[config.mk]
export PLATFORM = sky130hd
export DESIGN_NAME = rtclock_multi
export DESIGN_NICKNAME = d
export VERILOG_FILES = /design/src/rtl/rtclock_multi.sv
export SDC_FILE = /design/constraint.sdc
export NUM_CORES = 1
export LEC_CHECK = 0
export CAP_MARGIN = 25
export CORE_UTILIZATION = 46
export CTS_CLUSTER_SIZE = 40
export DETAILED_ROUTE_END_ITERATION = 6
export GPL_TIMING_DRIVEN = 0
export PLACE_DENSITY = 0.77
export SYNTH_ARGS = -nofsm -noshare
export SYNTH_HDL_FRONTEND = slang
export SYNTH_SLANG_ARGS = --single-unit
[constraint.sdc]
create_clock -name clk -period 4 [get_ports clk]
set_input_delay 0.4 -clock clk [delete_from_list [all_inputs] [get_ports clk]]
set_output_delay 0.4 -clock clk [all_outputs]
set_load 0.005 [all_outputs]
[src/rtl/rtclock_multi.sv]
// rtclock_multi: {sec,nsec} time-of-day counter with trimmable fixed-point increment, disciplined to one of NUM_PPS PPS inputs.
// Latency: time registered (load visible next cycle); PPS edge accepted 3 clk after input rise (2+GLITCH_CYCLES with filter).
// Backpressure: none; all inputs are sampled every cycle. Optional macro: RTCLOCK_MULTI_GLITCH_FILTER_EN.
module rtclock_multi #(
  parameter int SEC_WIDTH     = 48,
  parameter int NUM_PPS       = 2,
  parameter int CLK_PERIOD_NS = 8,
  parameter int FRAC_BITS     = 24,
  parameter int NSEC_MODULO   = 1000000000,
  parameter int PPS_COMP_NS   = 24,
  parameter int GLITCH_CYCLES = 4,
  localparam int SEL_W = (NUM_PPS > 1) ? $clog2(NUM_PPS) : 1
) (
  input  logic                 clk,
  input  logic                 reset,
  input  logic [NUM_PPS-1:0]   pps,
  input  logic                 sync_en,
  input  logic [SEL_W-1:0]     pps_sel,
  input  logic [FRAC_BITS:0]   incr_adj,
  input  logic                 load_valid,
  input  logic [SEC_WIDTH-1:0] load_sec,
  input  logic [29:0]          load_nsec,
  output logic [SEC_WIDTH-1:0] sec,
  output logic [29:0]          nsec,
  output logic                 stamp_valid,
  output logic [SEC_WIDTH-1:0] stamp_sec,
  output logic [29:0]          stamp_nsec,
  output logic [31:0]          last_period,
  output logic                 sync_lost
);

`ifdef RTCLOCK_MULTI_GLITCH_FILTER_EN
  localparam bit FILTER_EN = 1'b1;
`else
  localparam bit FILTER_EN = 1'b0;
`endif
  // Run length of synchronised-high cycles needed; a run length of 1 is a plain rising-edge detect.
  localparam int GLITCH_N = FILTER_EN ? GLITCH_CYCLES : 1;
  localparam int HI_W     = $clog2(GLITCH_N + 1);
  localparam int ACC_W    = 30 + FRAC_BITS;
  localparam logic [ACC_W:0] BASE_STEP = (ACC_W+1)'(CLK_PERIOD_NS) << FRAC_BITS;

  logic                 sync1_q, sync2_q;
  logic [HI_W-1:0]      hi_q, hi_d;
  logic [SEL_W-1:0]     sel_q;
  logic [1:0]           blank_q, blank_d;
  logic                 sen_q;
  logic [SEC_WIDTH-1:0] sec_q, sec_d, stamp_sec_q;
  logic [29:0]          nsec_q, nsec_d, stamp_nsec_q;
  logic [FRAC_BITS-1:0] frac_q, frac_d;
  logic [31:0]          cyc_q, cyc_inc, last_period_q;
  logic [1:0]           missed_q, missed_d;
  logic                 stamp_valid_q, sync_lost_q, sync_lost_d;
  logic                 edge_det, sen_rise, wrap;
  logic signed [ACC_W:0] step_s;
  logic [ACC_W:0]       step, sum;
  logic [30:0]          sum_nsec;

  // Edge qualification: blanking after a channel change, then high-run counting.
  always_comb begin
    blank_d = (pps_sel != sel_q) ? 2'd3 : ((blank_q != 2'd0) ? blank_q - 2'd1 : 2'd0);
    hi_d = hi_q;
    if (blank_q != 2'd0) begin
      // Pretend the current level has been stable, so the flush cannot look like a fresh edge.
      hi_d = sync2_q ? HI_W'(GLITCH_N) : '0;
    end else if (!sync2_q) begin
      hi_d = '0;
    end else if (hi_q != HI_W'(GLITCH_N)) begin
      hi_d = hi_q + HI_W'(1);
    end
    edge_det = (blank_q == 2'd0) && sync2_q && (hi_q == HI_W'(GLITCH_N - 1));
    sen_rise = sync_en && !sen_q;
    cyc_inc  = (cyc_q == 32'hFFFF_FFFF) ? cyc_q : cyc_q + 32'd1;
  end

  // Time next-state: load beats PPS correction, which beats the free-running advance.
  always_comb begin
    step_s   = $signed(BASE_STEP) + $signed({{(ACC_W-FRAC_BITS){incr_adj[FRAC_BITS]}}, incr_adj});
    step     = step_s[ACC_W] ? '0 : $unsigned(step_s);
    sum      = {1'b0, nsec_q, frac_q} + step;
    sum_nsec = sum[ACC_W:FRAC_BITS];
    wrap     = sum_nsec >= 31'(NSEC_MODULO);
    sec_d    = sec_q;
    nsec_d   = nsec_q;
    frac_d   = frac_q;
    missed_d = missed_q;
    if (load_valid) begin
      sec_d    = load_sec;
      nsec_d   = load_nsec;
      frac_d   = '0;
      missed_d = 2'd0;
    end else if (edge_det && sync_en) begin
      nsec_d   = 30'(PPS_COMP_NS);
      frac_d   = '0;
      missed_d = 2'd0;
      // An edge in the upper half-second means it beat the natural wrap to the new second.
      if (nsec_q >= 30'(NSEC_MODULO / 2)) sec_d = sec_q + SEC_WIDTH'(1);
    end else begin
      frac_d = sum[FRAC_BITS-1:0];
      if (wrap) begin
        nsec_d = sum_nsec[29:0] - 30'(NSEC_MODULO);
        sec_d  = sec_q + SEC_WIDTH'(1);
        if (missed_q != 2'd3) missed_d = missed_q + 2'd1;
      end else begin
        nsec_d = sum_nsec[29:0];
      end
      if (sen_rise) missed_d = 2'd0;
    end
    sync_lost_d = sync_en && (missed_d >= 2'd2);
  end

  // State registers: synchroniser, time, stamp and period measurement.
  always_ff @(posedge clk) begin
    if (reset) begin
      sync1_q       <= 1'b0;
      sync2_q       <= 1'b0;
      hi_q          <= '0;
      sel_q         <= '0;
      blank_q       <= 2'd0;
      sen_q         <= 1'b0;
      sec_q         <= '0;
      nsec_q        <= '0;
      frac_q        <= '0;
      missed_q      <= 2'd0;
      cyc_q         <= '0;
      last_period_q <= '0;
      stamp_sec_q   <= '0;
      stamp_nsec_q  <= '0;
      stamp_valid_q <= 1'b0;
      sync_lost_q   <= 1'b0;
    end else begin
      sync1_q       <= pps[pps_sel];
      sync2_q       <= sync1_q;
      hi_q          <= hi_d;
      sel_q         <= pps_sel;
      blank_q       <= blank_d;
      sen_q         <= sync_en;
      sec_q         <= sec_d;
      nsec_q        <= nsec_d;
      frac_q        <= frac_d;
      missed_q      <= missed_d;
      sync_lost_q   <= sync_lost_d;
      stamp_valid_q <= edge_det;
      if (edge_det) begin
        stamp_sec_q   <= sec_q;
        stamp_nsec_q  <= nsec_q;
        last_period_q <= cyc_inc;
        cyc_q         <= '0;
      end else if (sen_rise) begin
        cyc_q <= '0;
      end else begin
        cyc_q <= cyc_inc;
      end
    end
  end

  assign sec         = sec_q;
  assign nsec        = nsec_q;
  assign stamp_valid = stamp_valid_q;
  assign stamp_sec   = stamp_sec_q;
  assign stamp_nsec  = stamp_nsec_q;
  assign last_period = last_period_q;
  assign sync_lost   = sync_lost_q;

endmodule

==> metrics.csv <==
stage;metric;value;unit
global_routing;grt_pass1_vias;13600;
timing;setup_tns;-12.26;ns
yosys;synth.avg_cell_area;7.88;um2
timing;period_share;107;%
critical_path;crit_chain;ha_1 -> a21oi_1 -> o21ai_0 -> a21oi_2 -> a21oi_4 -> o211ai_1 -> xor2_1 -> or3b_4 -> nor4_4 -> nand4_4 -> a31oi_4 -> buf_12 -> buf_8 -> clkbuf_16 -> nand3_1 -> xnor2_1 -> o21a_1;
cells_and_area;areaGrowthSynthToFinish;45.6;%
die;rows;61;
timing;layout_setup_ws;-0.274;ns
clock_network;cts_sinks;255;
critical_path;crit_type;reg2reg;
routing;drc;0;
clock_network;numCtsBuffers;28;
yosys;seq_area_frac_synth;38.4;%
die;pin_count;300;
yosys;syn_area;13300;um2
timing;timing.slew.headroom;27.2;%
critical_path;cp-endpoint;sec[45]$_SDFFE_PP0P_;
yosys;netlist_instances;1685;
critical_path;cp-start-kind;flop;
die;core;28100;um2
routing;wirelength;48700;um
critical_path;cp-end-kind;flop;
yosys;yosys_most_used_dff;dfxtp_1;
yosys;synth_compound_area_share;20.9;%
placement;hpwl;35000;um
routing;avgRoutedWirePerCell;19.6;um
yosys;synth_top_cells_by_area;dfxtp_1 38%, nand2_1 7.5%, a21oi_1 6.6%;
global_routing;grt_max_degree;14;
cells_and_area;fin_nets;2222;
yosys;synth_adder_area_share;3.07;%
yosys;yosys.area.top_type;dfxtp_1;
yosys;synth_xor_area_share;8.44;%
yosys;synth_nets;1827;
yosys;ys_types;81;
placement;dpl.cell_count;2362;
critical_path;max_stage_delay;0.41;ns
yosys;async_reset_ff_share;0;%
yosys;synthTopCellsByCount;264 x nand2_1, 255 x dfxtp_1, 176 x a21oi_1, 143 x nor2_1, 87 x xnor2_1;
critical_path;crit_start;frac_q[11]$_SDFF_PP0_;
outcome;status;finished, violations left;
clock_network;cts_tree;yes;
die;die_y;172;um
critical_path;critPathTopFamily;compound AO/OA/AOI/OAI gates;
timing;hold_viol;0;
yosys;synth_seq_cells;255;
critical_path;rr_startpoint;frac_q[11]$_SDFF_PP0_;
power_and_ir_drop;peakVddDrop;300;uV
timing;drv_slew;0;
power_and_ir_drop;p_leak;6.96;nW
min_path;hold_class;in2reg;
yosys;synth_mux_area_share;0.772;%
cells_and_area;final_util;68.9;%
outcome;failed_checks;negative setup slack;
routing;viasPerCell;5.71;
power_and_ir_drop;powerDensity;349;nW/um2
critical_path;crit_slowest_cell;or3b_4;
die;die_w;172;um
clock_network;clock_path_buffers;3;
cells_and_area;fin_cells;2483;
clock_network;cts_root_buf;clkbuf_16;
clock_network;cts-htree-levels;1;
critical_path;cp.depth;17;
timing;rsz0062_at_grt;yes;
placement;numPortBuffers;298;
die;initial_core_util;47.3;%
routing;first_iter_violations;1109;
die;fp.dieArea;29600;um2
yosys;yosysMostFrequentCell;nand2_1;
global_routing;grt_use_total;31.1;%
timing;skew;0.0135;ns
yosys;synth_edf_count;0;
global_routing;use_met2;52.8;%
global_routing;grt.overflow.total;0;
critical_path;worstPathRequired;4.45;ns
global_routing;busiest_layer;met2;
global_routing;met3_usage;5.95;%
critical_path;reg2reg_slack;-0.27;ns
critical_path;crit_fanout;6;
routing;dr.pass1.iters;6;
global_routing;antenna_found_initial;5;
critical_path;r2r-end;sec[45]$_SDFFE_PP0P_;
placement;place.gp.congestion;0.969;
yosys;yosys.area.top_type_share;38.4;%
critical_path;reg2regPathDepth;17;
global_routing;use_met1;37.9;%
routing;num_vias;14200;
clock_network;insertion_delay;0.55;ns
global_routing;grt_first_pass_wirelength;72000;um
timing;tightest_slew;1.09;ns
critical_path;path_buf_inv;3;
yosys;synthSimpleGateAreaFrac;23.4;%
cells_and_area;layout-drive-gt1-share;13.5;%
yosys;synth_top_family_by_area;simple AND/OR/NAND/NOR gates;
timing;fin_crit;4.27;ns
timing;setup_violations;70;
placement;placed_area;16800;um2
routing;ant_nets;0;
timing;max_freq;234;MHz
run;drv_cap;0;
yosys;yosys_warnings;0;
cells_and_area;design_area;19300;um2
clock_network;cts.reportedPaths.clkPinSlew;0.07;ns
critical_path;worstPathArrival;4.72;ns
## report_power, final
| group | leakage (nW) | internal (mW) | switching [mW] |
|---|---|---|---|
| sequential | 2.09 | 2.65 | 0.134 |
| combinational | 4.42 | 0.646 | 0.710 |
| clock | 0.452 | 1.55 | 1.06 |
| total | 6.96 | 4.85 | 1.90 |
## cells in the final DEF, fill, tap and decap left out, types with 31 or more instances in the layout
cell,count
nand3_1,43
clkdlybuf4s50_1,296
nand4_1,57
inv_1,56
buf_4,57
clkbuf_16,31
nand2_1,259
o21a_1,53
nor2_1,140
dfxtp_1,246
a21oi_1,160
clkbuf_1,82
xnor2_1,81
xor2_1,39
a211oi_1,35
and3_1,31
## tightest hold or removal path: cells and delay by family
family,cells,cell delay [ns]
fa+ha+maj,1,0.15
buf+inv,1,0.16
simple gates,1,0.12
## how the worst min path moves through the flow
stage | startpoint | to | slack [ns] | cells after the start
2_1_floorplan | sync1_q$_SDFF_PP0_ | sync2_q$_SDFF_PP0_ | 0.41 | 1
3_3_place_gp | sync1_q$_SDFF_PP0_ | sync2_q$_SDFF_PP0_ | 0.42 | 1
3_5_place_dp | sync1_q$_SDFF_PP0_ | sync2_q$_SDFF_PP0_ | 0.42 | 1
4_1_cts | load_nsec[9] | nsec[9]$_SDFF_PP0_ | 0.38 | 3
5_1_grt | incr_adj[0] | frac_q[0]$_SDFF_PP0_ | 0.30 | 3
6_report | incr_adj[0] | frac_q[0]$_SDFF_PP0_ | 0.31 | 3
## state kept, by name (all words and copies together) (netlist names)
signal / cells
sel_q: 1
frac_q: 24
hi_q: 1
sec: 48
last_period: 32
stamp_sec: 48
sen_q: 1
blank_q: 2
cyc_q: 32
sync_lost: 1
stamp_nsec: 30
missed_q: 2
sync1_q: 1
nsec: 30
sync2_q: 1
stamp_valid: 1
## final cells by class
class	count	area, um2
Antenna cell	7	17.5
Buffer	102	503
Clock buffer	41	831
Clock inverter	7	91.3
Fill cell	2322	8750
Inverter	56	210
Multi-Input combinational cell	1265	8440
Sequential cell	255	5120
Tap cell	378	473
Timing Repair Buffer	372	3650
## repair_timing
action / in CTS / in global routing
endpoints found under the setup margin: 72 / 72
pin swaps: 49 / 74
resized for setup: 121 / 123
hold buffers: 0 / 0
gates cloned: 3 / 2
buffers inserted: 34 / 35
## cells by family after synthesis
family,after synthesis
and+or+nand+nor,661
AOI/OAI and AO/OA,434
DFF,255
buffers and inverters,165
xor gates and xnor gates,128
adders and majority gates,32
muxes,10
## stage by stage
stage	power, mW	setup WS [ns]	hold WS, ns
floorplan	3.43	0.00828	0.414
global placement	3.93	-1.75	0.419
detailed placement	3.95	-1.75	0.422
CTS	6.61	-0.258	0.384
global route	6.98	-0.384	0.305
finish	6.76	-0.274	0.311
## metal layers
metal,vias to the layer above,wire (um)
li1,6704,-
met3,137,3640
met5,-,0
met2,581,23400
met1,6759,19700
met4,0,2030
Power figures use the tool's default switching activity.
